[src/rtl/axi_lite_master.sv]
// Single-outstanding AXI-lite initiator: one command in, five AXI-lite channels out,
// one response back. A per-transaction cycle budget turns a silent slave into a SLVERR + timeout.
module axi_lite_master #(
    parameter int A_DATA_WIDTH   = 32,
    parameter int WD_DATA_WIDTH  = 32,
    parameter int TIMEOUT_CYCLES = 1024
) (
    input  logic                     clk,
    input  logic                     rst,
    input  logic                     cmd_valid,
    output logic                     cmd_ready,
    input  logic                     cmd_write,
    input  logic [A_DATA_WIDTH-1:0]  cmd_addr,
    input  logic [WD_DATA_WIDTH-1:0] cmd_wdata,
    output logic                     rsp_valid,
    input  logic                     rsp_ready,
    output logic [WD_DATA_WIDTH-1:0] rsp_rdata,
    output logic [1:0]               rsp_resp,
    output logic                     rsp_timeout,
    output logic [A_DATA_WIDTH-1:0]  waddr_packet,
    output logic                     waddr_valid,
    input  logic                     waddr_ready,
    output logic [WD_DATA_WIDTH-1:0] wdata_packet,
    output logic                     wdata_valid,
    input  logic                     wdata_ready,
    input  logic [1:0]               wresp_packet,
    input  logic                     wresp_valid,
    output logic                     wresp_ready,
    output logic [A_DATA_WIDTH-1:0]  raddr_packet,
    output logic                     raddr_valid,
    input  logic                     raddr_ready,
    input  logic [WD_DATA_WIDTH-1:0] rdata_packet,
    input  logic                     rdata_valid,
    output logic                     rdata_ready,
    input  logic [1:0]               rresp_packet
);
    localparam int              CW     = $clog2(TIMEOUT_CYCLES + 1);
    localparam logic [CW-1:0]   T_LAST = CW'(TIMEOUT_CYCLES - 1);

    typedef enum logic [2:0] {IDLE, WR_REQ, WR_RESP, RD_REQ, RD_DATA, DONE} state_t;

    state_t        state;
    logic [CW-1:0] cnt;
    logic          busy, expired, step, aw_fin, w_fin;

    // A write channel is finished once its valid has dropped or it handshakes this cycle;
    // the registered valid doubles as the per-channel "not yet done" flag.
    assign aw_fin  = !waddr_valid || waddr_ready;
    assign w_fin   = !wdata_valid || wdata_ready;
    assign busy    = state inside {WR_REQ, WR_RESP, RD_REQ, RD_DATA};
    assign expired = (cnt >= T_LAST);

    // step = the current state makes forward progress at this edge
    always_comb begin
        step = 1'b0;
        case (state)
            WR_REQ:  step = aw_fin && w_fin;
            WR_RESP: step = wresp_valid;
            RD_REQ:  step = raddr_ready;
            RD_DATA: step = rdata_valid;
            default: step = 1'b0;
        endcase
    end

    always_ff @(posedge clk or negedge rst) begin
        if (!rst) begin
            state        <= IDLE;
            cnt          <= '0;
            cmd_ready    <= 1'b0;
            rsp_valid    <= 1'b0;
            rsp_rdata    <= '0;
            rsp_resp     <= 2'b00;
            rsp_timeout  <= 1'b0;
            waddr_packet <= '0;
            waddr_valid  <= 1'b0;
            wdata_packet <= '0;
            wdata_valid  <= 1'b0;
            wresp_ready  <= 1'b0;
            raddr_packet <= '0;
            raddr_valid  <= 1'b0;
            rdata_ready  <= 1'b0;
        end else if (busy && expired && !step) begin
            waddr_valid <= 1'b0;
            wdata_valid <= 1'b0;
            wresp_ready <= 1'b0;
            raddr_valid <= 1'b0;
            rdata_ready <= 1'b0;
            rsp_timeout <= 1'b1;
            rsp_resp    <= 2'b10;
            rsp_rdata   <= '0;
            rsp_valid   <= 1'b1;
            state       <= DONE;
        end else begin
            if (busy)
                cnt <= cnt + CW'(1);
            case (state)
                IDLE: begin
                    if (cmd_valid && cmd_ready) begin
                        cmd_ready   <= 1'b0;
                        cnt         <= '0;
                        rsp_timeout <= 1'b0;
                        if (cmd_write) begin
                            waddr_packet <= cmd_addr;
                            wdata_packet <= cmd_wdata;
                            waddr_valid  <= 1'b1;
                            wdata_valid  <= 1'b1;
                            state        <= WR_REQ;
                        end else begin
                            raddr_packet <= cmd_addr;
                            raddr_valid  <= 1'b1;
                            state        <= RD_REQ;
                        end
                    end else begin
                        cmd_ready <= 1'b1;
                    end
                end
                WR_REQ: begin
                    if (waddr_ready) waddr_valid <= 1'b0;
                    if (wdata_ready) wdata_valid <= 1'b0;
                    if (aw_fin && w_fin) begin
                        wresp_ready <= 1'b1;
                        state       <= WR_RESP;
                    end
                end
                WR_RESP: begin
                    if (wresp_valid) begin
                        wresp_ready <= 1'b0;
                        rsp_resp    <= wresp_packet;
                        rsp_rdata   <= '0;
                        rsp_valid   <= 1'b1;
                        state       <= DONE;
                    end
                end
                RD_REQ: begin
                    if (raddr_ready) begin
                        raddr_valid <= 1'b0;
                        rdata_ready <= 1'b1;
                        state       <= RD_DATA;
                    end
                end
                RD_DATA: begin
                    if (rdata_valid) begin
                        rdata_ready <= 1'b0;
                        rsp_rdata   <= rdata_packet;
                        rsp_resp    <= rresp_packet;
                        rsp_valid   <= 1'b1;
                        state       <= DONE;
                    end
                end
                DONE: begin
                    if (rsp_ready) begin
                        rsp_valid <= 1'b0;
                        cmd_ready <= 1'b1;
                        state     <= IDLE;
                    end
                end
                default: state <= IDLE;
            endcase
        end
    end
endmodule

[config.mk]
export PLATFORM = sky130hd
export DESIGN_NAME = axi_lite_master
export DESIGN_NICKNAME = d
export VERILOG_FILES = /design/src/rtl/axi_lite_master.sv
export SDC_FILE = /design/constraint.sdc
export NUM_CORES = 1
export LEC_CHECK = 0
export CORE_UTILIZATION = 49
export CTS_BUF_LIST = sky130_fd_sc_hd__clkbuf_4 sky130_fd_sc_hd__clkbuf_8
export DETAILED_ROUTE_END_ITERATION = 8
export GPL_TIMING_DRIVEN = 1
export PLACE_DENSITY = 0.89
export SKIP_LAST_GASP = 1
export SYNTH_ARGS = -nofsm -noshare
export SYNTH_HDL_FRONTEND = slang
export SYNTH_SLANG_ARGS = --single-unit
[constraint.sdc]
create_clock -name clk -period 4.6 [get_ports clk]
set_input_delay 0.69 -clock clk [delete_from_list [all_inputs] [get_ports clk]]
set_output_delay 0.69 -clock clk [all_outputs]
set_load 0.03 [all_outputs]
==> impl_metrics.yaml <==
placement:
  dp_hpwl_microns: 12100
  place_congestion: 0.808
  portBuffers: 247
  place_ws_ns: 1.57
timing:
  fmaxAchievable_ghz: 0.339
  finClkSkew_ns: 0.00749
  setup_slack_ns: 1.65
  worst_slew_pin_slew_ns: 1.09
  maxSlewViolCount: 0
  final.setup.tns_ns: 0
  rsz0062_at_grt: "false"
  slew_headroom_pct: 27.6
  period_share_pct: 64.2
  layout_min_cycle_time_ns: 2.95
  hold_violations: 0
  setup_violations: 0
routing:
  postRouteAntennaNets: 0
  wirelength_microns: 16800
  drc_errors: 0
  drt_first_pass_iters: 7
  drt_iter0_drc: 294
  viasPerCell: 5.41
  vias: 4978
  routedWlPerCell_microns: 18.3
cts:
  cts_resized: 0
  postCtsSetupBuffers: 0
  cts_root_buffer: "clkbuf_8"
  insertion_delay_ns: 0.45
  cts_hold_buffers: 0
  clockBufferDepth: 2
  cts_sinks: 152
  tritoncts: "built"
  numCtsBuffers: 17
  htreeDepth: 4
  clkTransAtPathRegs_ns: 0.07
global_route:
  grt_first_pass_wirelength_microns: 26200
  grt_use_total_pct: 26.3
  gr-total-overflow: 0
  grt_max_degree: 100
  antenna_found_initial: 0
  grt_pass1_vias: 5311
synth:
  synth.avg_cell_area_sq_um: 12.6
  yosys_warnings: 0
  ys_async_sr_fraction_pct: 100
  synth_area_leader_cell: "dfrtp_1"
  ys_seq_area_share_pct: 60.2
  yosysMostFrequentCell: "dfrtp_1"
  synth-edff-count: 0
  yosys-top-cells-count: "dfrtp_1 (152), mux2_2 (96), nand2_1 (52)"
  netlist_instances: 501
  syn-num-nets: 612
  syn-cell-area_sq_um: 6320
  synthFlopType: "dfrtp_1"
  synth_top_area_share_pct: 60.2
  ys_types: 53
  synth.area.top_cells: "dfrtp_1 (60%), mux2_2 (17%), a21oi_1 (3.6%)"
  ys_ff_latch: 152
floorplan:
  die_area_sq_um: 13400
  core_area_sq_um: 12600
  start_util_pct: 50.1
  fp-row-count: 41
  die_w_microns: 116
  dieHeight_microns: 116
  ios: 248
setup_path:
  worstSetupPathType: "reg -> reg"
  critPathCaptureType: "flop"
  worstPathRequired_ns: 4.93
  start_kind: "flop"
  critical_path.max_stage_delay_ns: 0.64
  path_cells: "or3_1, nor2_4, nand2_2, buf_4, mux2_2"
  critical_path_arrival_ns: 3.28
  critPathSlowestCell: "dfrtp_1"
  path_max_fanout: 43
layout:
  syn2layout_area_growth_pct: 44.9
  fillCellCount: 877
  insertedDiodeCount: 0
  drive_gt1_share_pct: 18.7
  nets: 850
power_and_ir_drop:
  p_per_area_nw_per_um2: 753
  power_frac_comb_pct: 53.3
  switching_share_pct: 42.4
  peakVddDrop_uv: 536
  p_sw_w: 0.00293
  power.internal_w: 0.00397
  clockPowerShare_pct: 12.3
  seqPwrFrac_pct: 34.4
  leakagePower_nw: 3.87
job:
  maxCapViolCount: 0
worst_hold_path:
  hp-class: "in -> async"
run_status:
  status: "finished, final reports clean"
-- stage by stage --
stage / area (sq um) / hold WS (ns) / cells / total power, W / util, %
floorplan: 6320 / 0.394 / 501 / 0.00447 / -
global placement: 8850 / 0.468 / 892 / 0.00592 / 70.1
detailed placement: 8850 / 0.482 / 892 / 0.00607 / 70.1
CTS: 9150 / 0.345 / 920 / 0.00694 / 72.5
global route: 9150 / 0.380 / 920 / 0.00724 / 72.5
finish: 9150 / 0.312 / 920 / 0.00690 / 72.5
-- kinds of logic (layout without fill, tap and decap cells) --
logic type	Yosys count	count (layout)	share of synthesized area [%]
XOR/XNOR	1	1	0.139
flip-flops	152	152	60.2
adder cells (fa/ha/maj)	1	1	0.198
AO/OA/AOI/OAI	77	77	7.49
buffers and inverters	37	284	3.62
multiplexers	101	101	17.9
AND/OR/NAND/NOR	132	132	10.5
-- cells in the final DEF (no fill, tap or decap), types with 2 or more instances in the layout --
cell | synthesis | routed
clkdlybuf4s50_1 | 0 | 246
dfrtp_1 | 152 | 152
mux2_2 | 96 | 96
nand2_1 | 52 | 51
a21oi_1 | 45 | 44
nand3_1 | 36 | 36
clkbuf_8 | 0 | 18
nor2_1 | 9 | 9
clkinv_2 | 0 | 6
buf_4 | 2 | 6
mux2i_1 | 5 | 5
nand2b_1 | 4 | 4
o21ai_0 | 4 | 4
o31ai_1 | 4 | 4
clkbuf_4 | 0 | 4
and2_1 | 3 | 3
nor3b_1 | 3 | 3
a31oi_1 | 3 | 3
inv_1 | 3 | 3
a211oi_1 | 3 | 3
a211o_1 | 3 | 3
nand4_1 | 3 | 3
nor3_1 | 4 | 3
or3_1 | 2 | 2
o21bai_1 | 2 | 2
nand3b_1 | 2 | 2
or4_1 | 2 | 2
nor4_1 | 2 | 2
a21o_1 | 2 | 2
-- metal layers --
layer	share of wire, %	wire (microns)	track usage, %	vias up
met4	2.6	444	11.4	0
met1	37	6160	29.2	2500
met5	0	0	0	-
met2	52	8760	44.6	195
li1	-	-	-	2248
met3	8.8	1490	10.6	35
-- path summary, 6_finish.rpt --
path                                          from                           end  slack, ns  depth (start not counted)
setup reg to reg              state[0]$_DFFE_PN0P_  wdata_packet[15]$_DFFE_PN0P_       1.65                          5
setup / recovery              state[0]$_DFFE_PN0P_  wdata_packet[15]$_DFFE_PN0P_       1.65                          5
min in group clk           rsp_timeout$_DFFE_PN0P_       rsp_timeout$_DFFE_PN0P_       0.49                          1
max in group asynchronous                      rst            cnt[2]$_DFFE_PN0P_       3.03                          2
hold reg to reg            rsp_timeout$_DFFE_PN0P_       rsp_timeout$_DFFE_PN0P_       0.49                          1
hold / removal                                 rst  raddr_packet[24]$_DFFE_PN0P_       0.31                          1
-- worst max-delay path, delay by kind of cell, from the launching register on --
| kind | cells | cell delay, ns |
|---|---|---|
| DFF | 1 | 0.64 |
| buffers and inverters | 1 | 0.46 |
| muxes | 1 | 0.30 |
| and+or+nand+nor | 3 | 1.43 |
-- power by group through the flow --
stage,sequential [W],combinational [W],clock (W)
final,0.00237,0.00368,0.000847
after floorplan,0.00344,0.00102,0
after CTS,0.00237,0.00370,0.000865
after global placement,0.00234,0.00358,0
after global routing,0.00245,0.00388,0.000915
after detailed placement,0.00239,0.00368,0
-- state kept, by name, summed over array words and instances (netlist names), 2 cells and up --
register and flops:
rsp_resp 2, cnt 11, rsp_rdata 32, waddr_packet 32
state 3, wdata_packet 32, raddr_packet 32
-- final cells by class --
type,count,area [sq um],area share [%]
Sequential cell,152,3800,41.6
Inverter,3,11.3,0.123
Clock buffer,22,278,3.03
Multi-Input combinational cell,312,2300,25.1
Clock inverter,6,30.0,0.328
Timing Repair Buffer,253,2520,27.5
Tap cell,172,215,2.35
Power figures use the tool's default switching activity.
